--- src/rtl/uart_tx_arb.sv ---
// uart_tx_arb: round-robin owner arbitration in front of a single UART byte
// transmitter. An owner keeps the line until its packet's last byte has been
// shifted out, or until it stalls mid-packet for HOLD_TIMEOUT cycles.
module uart_tx_arb #(
    parameter int NUM_REQ      = 4,
    parameter int HOLD_TIMEOUT = 4096
) (
    input  logic                 clk,
    input  logic                 rst,
    input  logic [NUM_REQ-1:0]   req,
    input  logic [8*NUM_REQ-1:0] req_data,
    input  logic [NUM_REQ-1:0]   req_last,
    output logic [NUM_REQ-1:0]   ack,
    output logic                 tx_start,
    output logic [7:0]           tx_data,
    input  logic                 tx_busy,
    output logic                 grant_valid,
    output logic [2:0]           grant_id,
    output logic                 abort
);
    localparam int IW = (NUM_REQ > 1) ? $clog2(NUM_REQ) : 1;
    localparam int CW = $clog2(HOLD_TIMEOUT + 1);

    typedef enum logic [2:0] {IDLE, LAUNCH, GUARD, WAIT, HOLD} state_t;

    state_t          state, state_n;
    logic [IW-1:0]   rr_ptr, rr_ptr_n;
    logic [IW-1:0]   gid, gid_n;
    logic [IW-1:0]   pick, sel;
    logic            found;
    int              idx;
    logic            last_r, last_n;
    logic [CW-1:0]   cnt, cnt_n;
    logic [NUM_REQ-1:0] ack_n;
    logic            tx_start_n, gv_n, abort_n;
    logic [7:0]      tx_data_n;

    assign grant_id = 3'(gid);

    // Round-robin pick: first set req bit after rr_ptr, wrapping around.
    always_comb begin
        found = 1'b0;
        pick  = '0;
        idx   = 0;
        sel   = '0;
        for (int i = 1; i <= NUM_REQ; i++) begin
            idx = (int'(rr_ptr) + i) % NUM_REQ;
            sel = IW'(idx);
            if (!found && req[sel]) begin
                found = 1'b1;
                pick  = sel;
            end
        end
    end

    // Next state and next values of every registered output.
    always_comb begin
        state_n    = state;
        rr_ptr_n   = rr_ptr;
        gid_n      = gid;
        gv_n       = grant_valid;
        last_n     = last_r;
        cnt_n      = cnt;
        ack_n      = '0;
        tx_start_n = 1'b0;
        tx_data_n  = tx_data;
        abort_n    = 1'b0;
        case (state)
            IDLE: begin
                if (found) begin
                    gid_n   = pick;
                    gv_n    = 1'b1;
                    state_n = LAUNCH;
                end
            end
            LAUNCH: begin
                if (!tx_busy) begin
                    tx_start_n = 1'b1;
                    tx_data_n  = req_data[{gid, 3'b000} +: 8];
                    ack_n[gid] = 1'b1;
                    last_n     = req_last[gid];
                    state_n    = GUARD;
                end
            end
            // tx_busy only rises the cycle after tx_start, so skip one look.
            GUARD: state_n = WAIT;
            WAIT: begin
                if (!tx_busy) begin
                    if (last_r) begin
                        rr_ptr_n = gid;
                        gv_n     = 1'b0;
                        state_n  = IDLE;
                    end else if (req[gid]) begin
                        state_n = LAUNCH;
                    end else begin
                        cnt_n   = '0;
                        state_n = HOLD;
                    end
                end
            end
            HOLD: begin
                if (req[gid]) begin
                    state_n = LAUNCH;
                end else if (cnt == CW'(HOLD_TIMEOUT - 1)) begin
                    abort_n  = 1'b1;
                    rr_ptr_n = gid;
                    gv_n     = 1'b0;
                    state_n  = IDLE;
                end else if (cnt != '1) begin
                    cnt_n = cnt + CW'(1);
                end
            end
            default: state_n = IDLE;
        endcase
    end

    // State and output registers; reset clears everything immediately.
    always_ff @(posedge clk or posedge rst) begin
        if (rst) begin
            state       <= IDLE;
            rr_ptr      <= IW'(NUM_REQ - 1);
            gid         <= '0;
            grant_valid <= 1'b0;
            last_r      <= 1'b0;
            cnt         <= '0;
            ack         <= '0;
            tx_start    <= 1'b0;
            tx_data     <= 8'h00;
            abort       <= 1'b0;
        end else begin
            state       <= state_n;
            rr_ptr      <= rr_ptr_n;
            gid         <= gid_n;
            grant_valid <= gv_n;
            last_r      <= last_n;
            cnt         <= cnt_n;
            ack         <= ack_n;
            tx_start    <= tx_start_n;
            tx_data     <= tx_data_n;
            abort       <= abort_n;
        end
    end
endmodule

--- config.mk ---
export PLATFORM = sky130hd
export DESIGN_NAME = uart_tx_arb
export DESIGN_NICKNAME = d
export VERILOG_FILES = /design/src/rtl/uart_tx_arb.sv
export SDC_FILE = /design/constraint.sdc
export NUM_CORES = 1
export LEC_CHECK = 0
export ABC_AREA = 0
export BUFFER_PORTS_ARGS = -buffer_cell sky130_fd_sc_hd__clkbuf_2
export CORE_MARGIN = 1
export CORE_UTILIZATION = 47
export CTS_BUF_LIST = sky130_fd_sc_hd__clkbuf_16
export CTS_CLUSTER_SIZE = 10
export DETAILED_ROUTE_END_ITERATION = 10
export PLACE_DENSITY_LB_ADDON = 0.25
export SYNTH_ARGS = -nofsm -noshare
export SYNTH_HDL_FRONTEND = slang
export SYNTH_SLANG_ARGS = --single-unit
--- constraint.sdc ---
create_clock -name clk -period 2.05 [get_ports clk]
set_input_delay 0.3075 -clock clk [delete_from_list [all_inputs] [get_ports clk]]
set_output_delay 0.3075 -clock clk [all_outputs]
set_load 0.01 [all_outputs]
==> results of run 1 <==
==> per-stage QoR <==
stage	hold WS, ns	setup slack [ns]
after floorplan	0.473	0.0399
after global routing	0.170	-0.0177
after detailed placement	0.419	0.0452
after CTS	0.117	0.0263
after global placement	0.416	0.0935
final	0.0980	0.0862
==> logic make-up after synthesis <==
group,share of synthesized area [%]
DFF,43.2
and+or+nand+nor,21.0
buffers and inverters,5.09
adders and majority gates,0.599
other,0.179
xor gates and xnor gates,0.419
muxes,22.3
AOI/OAI and AO/OA,7.25
==> report_power, final <==
group	internal (W)	leakage [nW]	switching [W]
sequential	0.000994	0.457	0.000220
combinational	0.000719	0.680	0.000697
clock	0.000566	0.0850	0.000284
==> flip-flops by register name, summed over array words and instances, names as in the netlist <==
| name | flops |
|---|---|
| state | 3 |
| tx_data | 8 |
| cnt | 13 |
| grant_valid | 1 |
| ack | 4 |
| rr_ptr | 2 |
| last_r | 1 |
| gid | 2 |
| tx_start | 1 |
| abort | 1 |
==> per-layer routing <==
metal,vias to the layer above,wire length (um),track usage [%]
met5,-,0,0
met4,0,110,11.5
met3,13,209,4.44
met2,55,2290,37.5
li1,818,-,-
met1,824,2060,29.1
==> placed cells by master, fill, tap and decap left out, types with 3 or more instances in the layout <==
cell / instances
sky130_fd_sc_hd__nand2b_1: 12
sky130_fd_sc_hd__clkbuf_16: 5
sky130_fd_sc_hd__nand4_1: 3
sky130_fd_sc_hd__nor2b_1: 3
sky130_fd_sc_hd__nor4_2: 4
sky130_fd_sc_hd__nor4_1: 7
sky130_fd_sc_hd__nand3_1: 3
sky130_fd_sc_hd__nand2_1: 13
sky130_fd_sc_hd__inv_1: 7
sky130_fd_sc_hd__buf_4: 13
sky130_fd_sc_hd__a31oi_1: 4
sky130_fd_sc_hd__mux2i_1: 9
sky130_fd_sc_hd__a21oi_1: 5
sky130_fd_sc_hd__dfrtp_1: 34
sky130_fd_sc_hd__and3_1: 3
sky130_fd_sc_hd__mux2_2: 12
sky130_fd_sc_hd__clkbuf_2: 59
sky130_fd_sc_hd__mux4_2: 10
sky130_fd_sc_hd__nor2_1: 9
==> critical path, stage by stage (launching register included) <==
cell and delay [ns]:
sky130_fd_sc_hd__dfrtp_1 0.43, sky130_fd_sc_hd__or3b_1 0.53, sky130_fd_sc_hd__o21a_2 0.28, sky130_fd_sc_hd__nor3_2 0.27, sky130_fd_sc_hd__mux2_4 0.32
==> what timing repair did <==
| action | 4_1_cts | 5_1_grt |
|---|---|---|
| gates resized for setup | 1 | 5 |
| cloned | 0 | 0 |
| endpoints found under the setup margin | 1 | 9 |
| buffers inserted | 0 | 0 |
| hold buffers | 0 | 0 |
| endpoints found under the hold margin | 0 | 0 |
==> cell type report <==
cell class	count	area, um2
Clock buffer	5	125
Clock inverter	3	38.8
Fill cell	346	1490
Inverter	6	22.5
Multi-Input combinational cell	130	1110
Sequential cell	36	903
Tap cell	50	62.6
Timing Repair Buffer	72	393
==> cell usage after synthesis (all sizes together) <==
cell type	instances	area, um2
nand3	3	15.0
o22ai	1	6.26
o31a	2	17.5
nor3b	1	7.51
xnor2	1	8.76
o32a	1	10.0
dfrtp	34	851
a21boi	1	7.51
nand2b	12	75.1
o21ai	2	10.0
o221ai	1	8.76
a31oi	4	25.0
or3	1	11.3
and3	3	18.8
inv	6	22.5
or2	1	6.26
buf	10	76.3
a21oi	5	25.0
nor2	9	33.8
nor3	3	20.0
conb	1	3.75
o21a	2	15.0
nand4	3	18.8
nor2b	3	18.8
and4	1	8.76
dfstp	2	52.6
or3b	4	35.0
mux4	10	225
clkbuf	2	7.51
and2	2	12.5
nor4b	2	17.5
o22a	1	8.76
mux2	13	150
o41ai	2	17.5
mux2i	9	90.1
ha	1	12.5
nand2	13	48.8
nor4	12	90.1
==> worst max-delay path by stage <==
stage / startpoint / to / cells after the start
2_1_floorplan: gid[0] / cnt[12] / 6
3_3_place_gp: state[0] / cnt[0] / 4
3_5_place_dp: state[0] / cnt[0] / 4
4_1_cts: state[0] / cnt[0] / 4
5_1_grt: state[0] / cnt[2] / 4
6_report: state[0] / cnt[0] / 4
==> reports/qor_table.md, run 1 <==
| Step | Parameter | Reported |
|:---|:---|:---|
| status | Outcome | completed |
| timing | Final count of negative-setup-slack endpoints | 0 |
| die | Die Span X | 68.7 um |
| finish | Layout cells sized above 1 | 46.0% |
| global route | GR Overflow Total | 0 |
| critical path | Startpoint kind of the worst setup timing path | register |
| placed design | Post-Place Cell Area | 0.00246 mm2 |
| timing | Worst rel slew slack | 58.1% |
| logic synthesis | Synthesis Warnings | 0 |
| drt | Post-detailed-route count of antenna-violating nets | 0 |
| die | Row count | 23 |
| timing | RSZ-0062 raised after global routing | yes |
| critical path | Reg2reg start | state[0] |
| clocking | H-tree depth | 2 |
| logic synthesis | Synthesized area | 0.00209 mm2 |
| die | Core area | 0.00414 mm2 |
| critical path | Largest fanout on the critical path | 13 |
| global route | Maximum number of pins on one net before global-route repair | 37 |
| finish | Post-route non-filler standard cell count | 302 |
| critical path | Number of cells on the worst reg-to-reg path | 4 |
| critical path | R2r setup slk | 0.09 ns |
| drt | Final wirelength | 4.67 mm |
| timing | Final hold vios | 0 |
| logic synthesis | Post-synthesis sequential area ratio | 43.2% |
| critical path | Worst setup path category | reg2reg |
| timing | Final cycle utilization of the critical path | 95.8% |
| global route | Number of antenna violations at the first check in global routing | 0 |
| timing | Final Slew Violations | 0 |
| drt | Wire per inst | 15.5 um |
| logic synthesis | Post-synthesis cell count | 184 |
| finish | Area Overhead vs Synth | 27.2% |
| drt | Starting DRC count in detailed routing | 120 |
| drt | Remaining design rule violation count | 0 |
| hold path | Class of the most critical hold timing path | in2async |
| timing | Setup tns final | 0 ns |
| critical path | CP Data Required Time | 2.22 ns |
| global route | All-Layer GR Usage | 23.0% |
| timing | Maximum clock skew at final layout | 0.00595 ns |
| clocking | Clock Sinks | 36 |
| pwr | Lkg Pwr | 1.22 nW |
| clocking | TritonCTS clock tree | yes |
| logic synthesis | Library cells used by synthesis | 46 |
| clocking | Total CTS buffers | 5 |
| global route | Vias in the first global route | 1712 |
| pwr | Peak supply drop | 0.658 mV |
| finish | Final net count | 295 |
| drt | Vias | 1710 |
| critical path | Endpoint type of the worst setup path | register |
| placed design | Placed cells | 294 |
| critical path | FF-to-FF End | cnt[0] |
| die | Effective utilization at floorplan | 50.4% |
| finish | Total non-filler cell area in the finished layout | 0.00266 mm2 |
| logic synthesis | Nets in the synthesized netlist | 228 |
| die | Number of ports placed on the die boundary | 61 |
| logic synthesis | Mean instance size in the synthesized netlist | 11.4 um2 |
| placed design | Routability congestion estimate from global placement | 0.832 |
| timing | Highest Clock Rate | 509 MHz |
| run | Max cap viols | 0 |
| placed design | Number of buffer cells added on primary ports | 59 |
| die | Die Y-Extent | 68.7 um |
| drt | Via/cell ratio | 5.66 |
| global route | Wire length of the first global-routing pass | 7.78 mm |
| finish | Antenna cells | 0 |
| pwr | PwrDens | 1310 mW/mm2 |
| clocking | Clock tree root driver cell | sky130_fd_sc_hd__clkbuf_16 |
| finish | Post-layout utilization of the core | 64.1% |
| clocking | Clock latency reported for the late side of the worst-skew pair | 0.28 ns |
| clocking | Reg clk slew, reported paths | 0.06 ns |
| timing | Final period demand of the worst path | 1.96 ns |
| placed design | Post-detail-place hpwl | 3.30 mm |
| pwr | Design Power | 0.00348 W |
| clocking | Bufs on Longest Clock Path | 2 |
| die | Area enclosed by the die boundary | 0.00472 mm2 |
| logic synthesis | Post-synthesis register bit count | 36 |
| critical path | Endpoint arrival time on the critical path | 2.13 ns |
| drt | Count of TritonRoute iterations in the first routing pass | 4 |
| timing | Worst-margin pin slew | 0.622 ns |
(Power assumes the default switching activity.)
==> run 2, diff against run 1 <==
--- a/config.mk
+++ b/config.mk
@@ -13,6 +13,7 @@
 export CTS_CLUSTER_SIZE = 10
 export DETAILED_ROUTE_END_ITERATION = 10
 export PLACE_DENSITY_LB_ADDON = 0.25
+export RECOVER_POWER = 100
 export SYNTH_ARGS = -nofsm -noshare
 export SYNTH_HDL_FRONTEND = slang
 export SYNTH_SLANG_ARGS = --single-unit
==> run 2 against run 1 <==
Compared with the run above:
- via count about the same
- non-clock buffer count unchanged
- clock power about the same
- global-route usage unchanged
- total power decreased by 1.7%
- die area unchanged
- critical endpoint unchanged
- critical path depth unchanged
- sequential cell count unchanged
- first-iteration DRC count decreased by 15%
==> reports/qor_table.md, run 2 (synthesis gave the netlist of run 1 again) <==
| Step | Parameter | Reported | Change |
|:---|:---|:---|:---|
| drt | Final wirelength | 4.65 mm | -0.43% |
| critical path | Number of cells on the worst reg-to-reg path | 4 | unchanged |
| finish | Final net count | 295 | unchanged |
| pwr | Switching power as a share of total power | 35.0% | +0.49 points |
| clocking | Reg clk slew, reported paths | 0.06 ns | about the same |
| critical path | CP Data Required Time | 2.22 ns | about the same |
| critical path | Startpoint kind of the worst setup timing path | register |  |
| global route | Maximum number of pins on one net before global-route repair | 37 | unchanged |
| critical path | Worst setup path category | reg2reg |  |
| clocking | Count of hold-fix buffers inserted at cts | 0 | unchanged |
| timing | Final cycle utilization of the critical path | 95.9% | +0.11 points |
| pwr | Sw Pwr | 0.00120 W | -0.28% |
| finish | Layout cells sized above 1 | 38.9% | -7.1 points |
| critical path | Cell with the largest stage delay on the worst path | sky130_fd_sc_hd__or3b_1 |  |
| finish | Register containing the most flip-flops in the final layout | cnt |  |
| clocking | Clock latency reported for the late side of the worst-skew pair | 0.28 ns | about the same |
| drt | Wire per inst | 15.4 um | -0.43% |
| timing | Maximum clock skew at final layout | 0.00608 ns | +0.000134 ns |
| finish | FILL cells | 356 | +2.9% |
| pwr | Lkg Pwr | 1.16 nW | -4.8% |
| critical path | Crit-path leading delay family | simple AND/OR/NAND/NOR gates |  |
| status | Outcome | completed |  |
| global route | Vias in the first global route | 1712 | unchanged |
| clocking | Total CTS buffers | 5 | unchanged |
| pwr | Proportion of power drawn by flip-flops and latches | 35.5% | +0.6 points |
| timing | Final count of negative-setup-slack endpoints | 0 | unchanged |
| placed design | Routability congestion estimate from global placement | 0.832 | unchanged |
| run | Max cap viols | 0 | unchanged |
| clocking | H-tree depth | 2 | unchanged |
| critical path | Endpoint arrival time on the critical path | 2.14 ns | about the same |
| critical path | Endpoint type of the worst setup path | register |  |
| timing | Final period demand of the worst path | 1.97 ns | +0.00222 ns |
| global route | All-Layer GR Usage | 23.0% | unchanged |
| finish | Leading cell type in the layout, fill and taps excluded | sky130_fd_sc_hd__clkbuf_2 |  |
| drt | Count of TritonRoute iterations in the first routing pass | 4 | unchanged |
| pwr | PwrDens | 1300 mW/mm2 | -0.37% |
| finish | Sequential cell area | 903 um2 | unchanged |
| drt | Via/cell ratio | 5.67 | about the same |
| pwr | Cell-internal power | 0.00222 W | -2.4% |
| die | Area enclosed by the die boundary | 0.00472 mm2 | unchanged |
| die | Die Span X | 68.7 um | unchanged |
| timing | Final WS setup | 0.0840 ns | -0.00222 ns |
| critical path | CP peak stage delay | 0.54 ns | about the same |
| pwr | Peak supply drop | 0.649 mV | -1.3% |
| timing | Worst-margin pin slew | 0.881 ns | +0.258 ns |
| timing | Final hold vios | 0 | unchanged |
| timing | Highest Clock Rate | 509 MHz | -0.11% |
| pwr | Share of power burned in the clock network | 24.9% | +0.5 points |
| finish | Antenna cells | 0 | unchanged |
| finish | Area Overhead vs Synth | 25.5% |  |
| die | Number of ports placed on the die boundary | 61 | unchanged |
| critical path | Combined buffer and inverter count along the critical path | 0 | unchanged |
| drt | Vias | 1711 | +0.058% |
| timing | Worst rel slew slack | 41.3% | -17 points |
| hold path | Class of the most critical hold timing path | in2async |  |
| placed design | Number of buffer cells added on primary ports | 59 | unchanged |
| global route | Number of antenna violations at the first check in global routing | 0 | unchanged |
| placed design | Post-placement setup slack | 0.0452 ns | unchanged |
| timing | Final Slew Violations | 0 | unchanged |
| critical path | Levels on crit path | 4 | unchanged |
| finish | Registers with the highest flip-flop counts | cnt: 13 flops, tx_data: 8 flops, ack: 4 flops |  |
| global route | GR Overflow Total | 0 | unchanged |
| die | Core area | 0.00414 mm2 | unchanged |
| die | Row count | 23 | unchanged |
| clocking | TritonCTS clock tree | yes |  |
| clocking | Clock tree root driver cell | sky130_fd_sc_hd__clkbuf_16 |  |
| finish | Commonest cells after routing, fill and taps aside | sky130_fd_sc_hd__clkbuf_2 (46), sky130_fd_sc_hd__dfrtp_1 (34), sky130_fd_sc_hd__clkbuf_1 (18) |  |
| timing | RSZ-0062 raised after global routing | yes |  |
| placed design | Post-detail-place hpwl | 3.30 mm | unchanged |
| pwr | Design Power | 0.00342 W | -1.7% |
| critical path | Cells along the critical path | or3b_1 > o21a_2 > nor3_2 > mux2_4 |  |
| drt | Post-detailed-route count of antenna-violating nets | 0 | unchanged |
| clocking | Bufs on Longest Clock Path | 2 | unchanged |
| finish | Number of flip-flops under the largest register name | 13 | unchanged |
| drt | Starting DRC count in detailed routing | 102 | -15% |
| critical path | Largest fanout on the critical path | 13 | unchanged |
| clocking | Clock Sinks | 36 | unchanged |
| global route | Wire length of the first global-routing pass | 7.78 mm | unchanged |
| die | Die Y-Extent | 68.7 um | unchanged |
| drt | Remaining design rule violation count | 0 | unchanged |
| finish | Area of combinational cells with multiple inputs | 0.00111 mm2 | unchanged |
| die | Effective utilization at floorplan | 50.4% | unchanged |
| pwr | Combinational share of power | 39.7% | -1.0 points |
[run 2: changes by cell type in the layout (fill, tap and decap cells not counted), sizes merged]
cell / change
buf: -5
clkbuf: +5
[run 2: path summary, 6_finish.rpt]
check / slack [ns] / start / end
worst max-delay path: 0.08 / state[0] / cnt[0]
worst min-delay path: 0.26 / rst / cnt[4]
worst max register to register: 0.08 / state[0] / cnt[0]
worst min register to register: 0.50 / grant_valid / grant_valid
max in group asynchronous: 1.24 / rst / ack[0]
min in group clk: 0.35 / tx_busy / state[0]
[run 2: metrics by stage]
step                cell area (um2)  hold WS [ns]  util (%)  instances  setup TNS, ns
floorplan                      2090         0.473         -        184              0
global placement               2460         0.416      59.4        294              0
detailed placement             2460         0.419      59.4        294              0
CTS                            2630         0.117      63.5        302              0
global route                   2620         0.371      63.3        302        -0.0177
finish                         2620         0.263      63.3        302              0
[run 2: routing by layer]
layer  wire [um]  share of wire (%)  vias up  track usage [%]
li1            -                  -      816                -
met1        2080                 45      834             29.1
met2        2300                 49       49             37.5
met3         165                3.6       12             4.44
met4         107                2.3        0             11.5
met5           0                  0        -                0
[run 2: what timing repair did]
action                     in CTS  in global routing
setup endpoints to repair       1                  9
resized for setup               1                  5
setup buffers                   0                  0
[run 2: area by class of cell]
cell class                      instances  share of cell area, %
Tap cell                               50                   2.39
Multi-Input combinational cell        130                   42.4
Clock buffer                            5                   4.77
Clock inverter                          3                   1.48
Inverter                                6                  0.859
Timing Repair Buffer                   72                   13.6
Sequential cell                        36                   34.4
[run 2: power groups by stage]
stage               registers, W  logic (W)  clock network [W]
finish                   0.00121    0.00136           0.000850
global route             0.00126    0.00150           0.000885
CTS                      0.00121    0.00141           0.000860
detailed placement       0.00122    0.00139                  0
global placement         0.00120    0.00136                  0
floorplan                0.00123   0.000979                  0
[run 2: worst min-delay path, stage by stage]
cell and delay (ns):
sky130_fd_sc_hd__clkbuf_2 0.08, sky130_fd_sc_hd__inv_1 0.04, sky130_fd_sc_hd__clkbuf_2 0.67
==> run 3, diff against run 2 <==
--- a/config.mk
+++ b/config.mk
@@ -8,7 +8,7 @@
 export ABC_AREA = 0
 export BUFFER_PORTS_ARGS = -buffer_cell sky130_fd_sc_hd__clkbuf_2
 export CORE_MARGIN = 1
-export CORE_UTILIZATION = 47
+export CORE_UTILIZATION = 52
 export CTS_BUF_LIST = sky130_fd_sc_hd__clkbuf_16
 export CTS_CLUSTER_SIZE = 10
 export DETAILED_ROUTE_END_ITERATION = 10
==> constraint.sdc (replaced) <==
create_clock -name clk -period 1.9 [get_ports clk]
set_input_delay 0.285 -clock clk [delete_from_list [all_inputs] [get_ports clk]]
set_output_delay 0.285 -clock clk [all_outputs]
set_load 0.01 [all_outputs]
==> run 3 against run 2 <==
Compared with the run above:
- critical path type unchanged
- sequential cell count unchanged
- clock power is 7.6% lower
- largest power group unchanged
- sequential power increased by 7%
- hold slack worse by 0.019 ns
==> reports/qor_table.md, run 3 (synthesis gave the netlist of run 1 again) <==
| Step | Parameter | Reported | Change |
|:---|:---|:---|:---|
| critical path | Endpoint type of the worst setup path | register |  |
| die | Die Span X | 65.4 um | -4.8% |
| global route | Maximum number of pins on one net before global-route repair | 37 | unchanged |
| clocking | Bufs on Longest Clock Path | 2 | unchanged |
| finish | Number of flip-flops under the largest register name | 13 | unchanged |
| drt | Count of TritonRoute iterations in the first routing pass | 4 | unchanged |
| critical path | Worst setup path category | reg2reg |  |
| finish | Final net count | 303 | +2.7% |
| clocking | Clock Sinks | 36 | unchanged |
| critical path | Startpoint kind of the worst setup timing path | register |  |
| critical path | Crit-path leading delay family | multiplexers |  |
| status | Outcome | completed |  |
| placed design | Routability congestion estimate from global placement | 0.826 | -0.72% |
| timing | Final count of negative-setup-slack endpoints | 0 | unchanged |
| die | Die Y-Extent | 65.4 um | -4.8% |
| critical path | Cell with the largest stage delay on the worst path | sky130_fd_sc_hd__mux4_2 |  |
| finish | Leading cell type in the layout, fill and taps excluded | sky130_fd_sc_hd__clkbuf_2 |  |
| finish | Layout cells sized above 1 | 41.5% | +2.6 points |
| finish | Total non-filler cell area in the finished layout | 0.00268 mm2 | +2.1% |
| clocking | Reg clk slew, reported paths | 0.06 ns | about the same |
| drt | Final wirelength | 5.01 mm | +7.8% |
| drt | Starting DRC count in detailed routing | 87 | -15% |
| finish | Registers with the highest flip-flop counts | cnt: 13 flops, tx_data: 8 flops, ack: 4 flops |  |
| placed design | Post-Place Cell Area | 0.00249 mm2 | +1.1% |
| die | Effective utilization at floorplan | 55.8% | +5.4 points |
| finish | Area Overhead vs Synth | 28.1% |  |
| clocking | Count of hold-fix buffers inserted at cts | 0 | unchanged |
| timing | Worst-margin pin slew | 0.888 ns | +0.00771 ns |
| drt | Post-detailed-route count of antenna-violating nets | 0 | unchanged |
| drt | Wire per inst | 16.3 um | +5.7% |
| critical path | Endpoint arrival time on the critical path | 2.08 ns | -0.06 ns |
| global route | Wire length of the first global-routing pass | 8.22 mm | +5.8% |
| critical path | Levels on crit path | 4 | unchanged |
| global route | GR Overflow Total | 0 | unchanged |
| die | Row count | 22 | -4.3% |
| finish | Commonest cells after routing, fill and taps aside | sky130_fd_sc_hd__clkbuf_2 (45), sky130_fd_sc_hd__dfrtp_1 (33), sky130_fd_sc_hd__buf_4 (18) |  |
| finish | Antenna cells | 0 | unchanged |
| die | Area enclosed by the die boundary | 0.00428 mm2 | -9.3% |
| timing | Highest Clock Rate | 537 MHz | +5.5% |
| critical path | FF-to-FF End | cnt[10] |  |
| drt | Via/cell ratio | 5.70 | +0.63% |
| critical path | CP Data Required Time | 2.11 ns | -0.11 ns |
| placed design | Placed cells | 296 | +0.68% |
| global route | All-Layer GR Usage | 26.1% | +3.1 points |
| critical path | CP peak stage delay | 0.59 ns | +0.05 ns |
| placed design | Post-detail-place hpwl | 3.47 mm | +5.1% |
| pwr | Design Power | 0.00369 W | +7.7% |
| timing | Final Slew Violations | 0 | unchanged |
| global route | Vias in the first global route | 1780 | +4.0% |
| pwr | PwrDens | 1380 mW/mm2 | +5.6% |
| timing | Worst rel slew slack | 40.8% | -0.51 points |
| critical path | Cells along the critical path | mux4_2 > buf_12 > nor4b_1 > o22a_1 |  |
| timing | Final cycle utilization of the critical path | 98.1% | +2.2 points |
| placed design | Number of buffer cells added on primary ports | 59 | unchanged |
| clocking | Clock tree root driver cell | sky130_fd_sc_hd__clkbuf_16 |  |
| hold path | Class of the most critical hold timing path | in2async |  |
| timing | Maximum clock skew at final layout | 0.00256 ns | -0.00352 ns |
| critical path | Combined buffer and inverter count along the critical path | 1 | +1 |
| pwr | Peak supply drop | 0.701 mV | +8.0% |
| die | Core area | 0.00374 mm2 | -9.7% |
| critical path | Number of cells on the worst reg-to-reg path | 4 | unchanged |
| critical path | Reg2reg start | gid[0] |  |
| run | Max cap viols | 0 | unchanged |
| drt | Remaining design rule violation count | 0 | unchanged |
| finish | Post-route non-filler standard cell count | 308 | +2.0% |
| global route | Number of antenna violations at the first check in global routing | 0 | unchanged |
| timing | Final period demand of the worst path | 1.86 ns | -0.102 ns |
| pwr | Lkg Pwr | 1.20 nW | +3.0% |
| finish | Register containing the most flip-flops in the final layout | cnt |  |
| timing | RSZ-0062 raised after global routing | yes |  |
| clocking | H-tree depth | 2 | unchanged |
| drt | Vias | 1756 | +2.6% |
| critical path | R2r setup slk | 0.04 ns | -0.05 ns |
| clocking | Clock latency reported for the late side of the worst-skew pair | 0.28 ns | about the same |
| clocking | TritonCTS clock tree | yes |  |
| die | Number of ports placed on the die boundary | 61 | unchanged |
| timing | Final hold vios | 0 | unchanged |
| critical path | CP startpoint | gid[0] |  |
| clocking | Total CTS buffers | 5 | unchanged |
| critical path | Largest fanout on the critical path | 13 | unchanged |
-- run 3: cell types whose count changed in the layout (fill, tap and decap cells not counted), sizes merged --
cell	change
buf	+11
clkbuf	-3
clkinv	+2
bufinv	-1
inv	-1
-- run 3: metal layers --
layer	vias to the layer above	track usage, %	wire length (um)
li1	833	-	-
met1	875	33.8	2120
met2	43	43.8	2650
met3	5	5.03	177
met4	0	8.70	50
met5	-	0	0
-- run 3: power by group --
group | internal [W] | leakage, nW | total (W) | switching, W
registers | 0.00107 | 0.456 | 0.00130 | 0.000226
logic | 0.000815 | 0.671 | 0.00160 | 0.000787
clock network | 0.000476 | 0.0710 | 0.000785 | 0.000309
total | 0.00236 | 1.20 | 0.00369 | 0.00132
-- run 3: area by class of cell --
cell class | count | area (um2)
Inverter | 6 | 22.5
Sequential cell | 36 | 905
Clock buffer | 5 | 125
Multi-Input combinational cell | 130 | 1110
Timing Repair Buffer | 80 | 440
Tap cell | 48 | 60.1
Fill cell | 300 | 1070
Clock inverter | 3 | 13.8
-- run 3: worst max-delay path by stage --
stage	endpoint	slack [ns]
after CTS	cnt[4]	0.007
after global routing	cnt[9]	-0.009
after detailed placement	cnt[4]	0.02
after floorplan	cnt[3]	-0.08
after global placement	cnt[0]	0.04
final	cnt[10]	0.04
-- run 3: per-stage QoR --
stage | hold slack, ns | setup WS [ns] | util [%] | setup TNS (ns)
floorplan | 0.451 | -0.0780 | - | -0.612
global placement | 0.391 | 0.0371 | 66.5 | 0
detailed placement | 0.399 | 0.0163 | 66.5 | 0
CTS | 0.0979 | 0.00652 | 70.2 | 0
global route | 0.323 | -0.00942 | 71.5 | -0.0214
finish | 0.245 | 0.0365 | 71.5 | 0
-- run 3: tightest hold or removal path, cell delays in order --
cell	delay, ns
sky130_fd_sc_hd__clkbuf_2	0.08
sky130_fd_sc_hd__inv_1	0.04
sky130_fd_sc_hd__clkbuf_2	0.67
-- run 3: timing repair --
| item | CTS | global route |
|---|---|---|
| endpoints found under the setup margin | 0 | 12 |
| setup buffers | 0 | 4 |
| resized for setup | 0 | 7 |
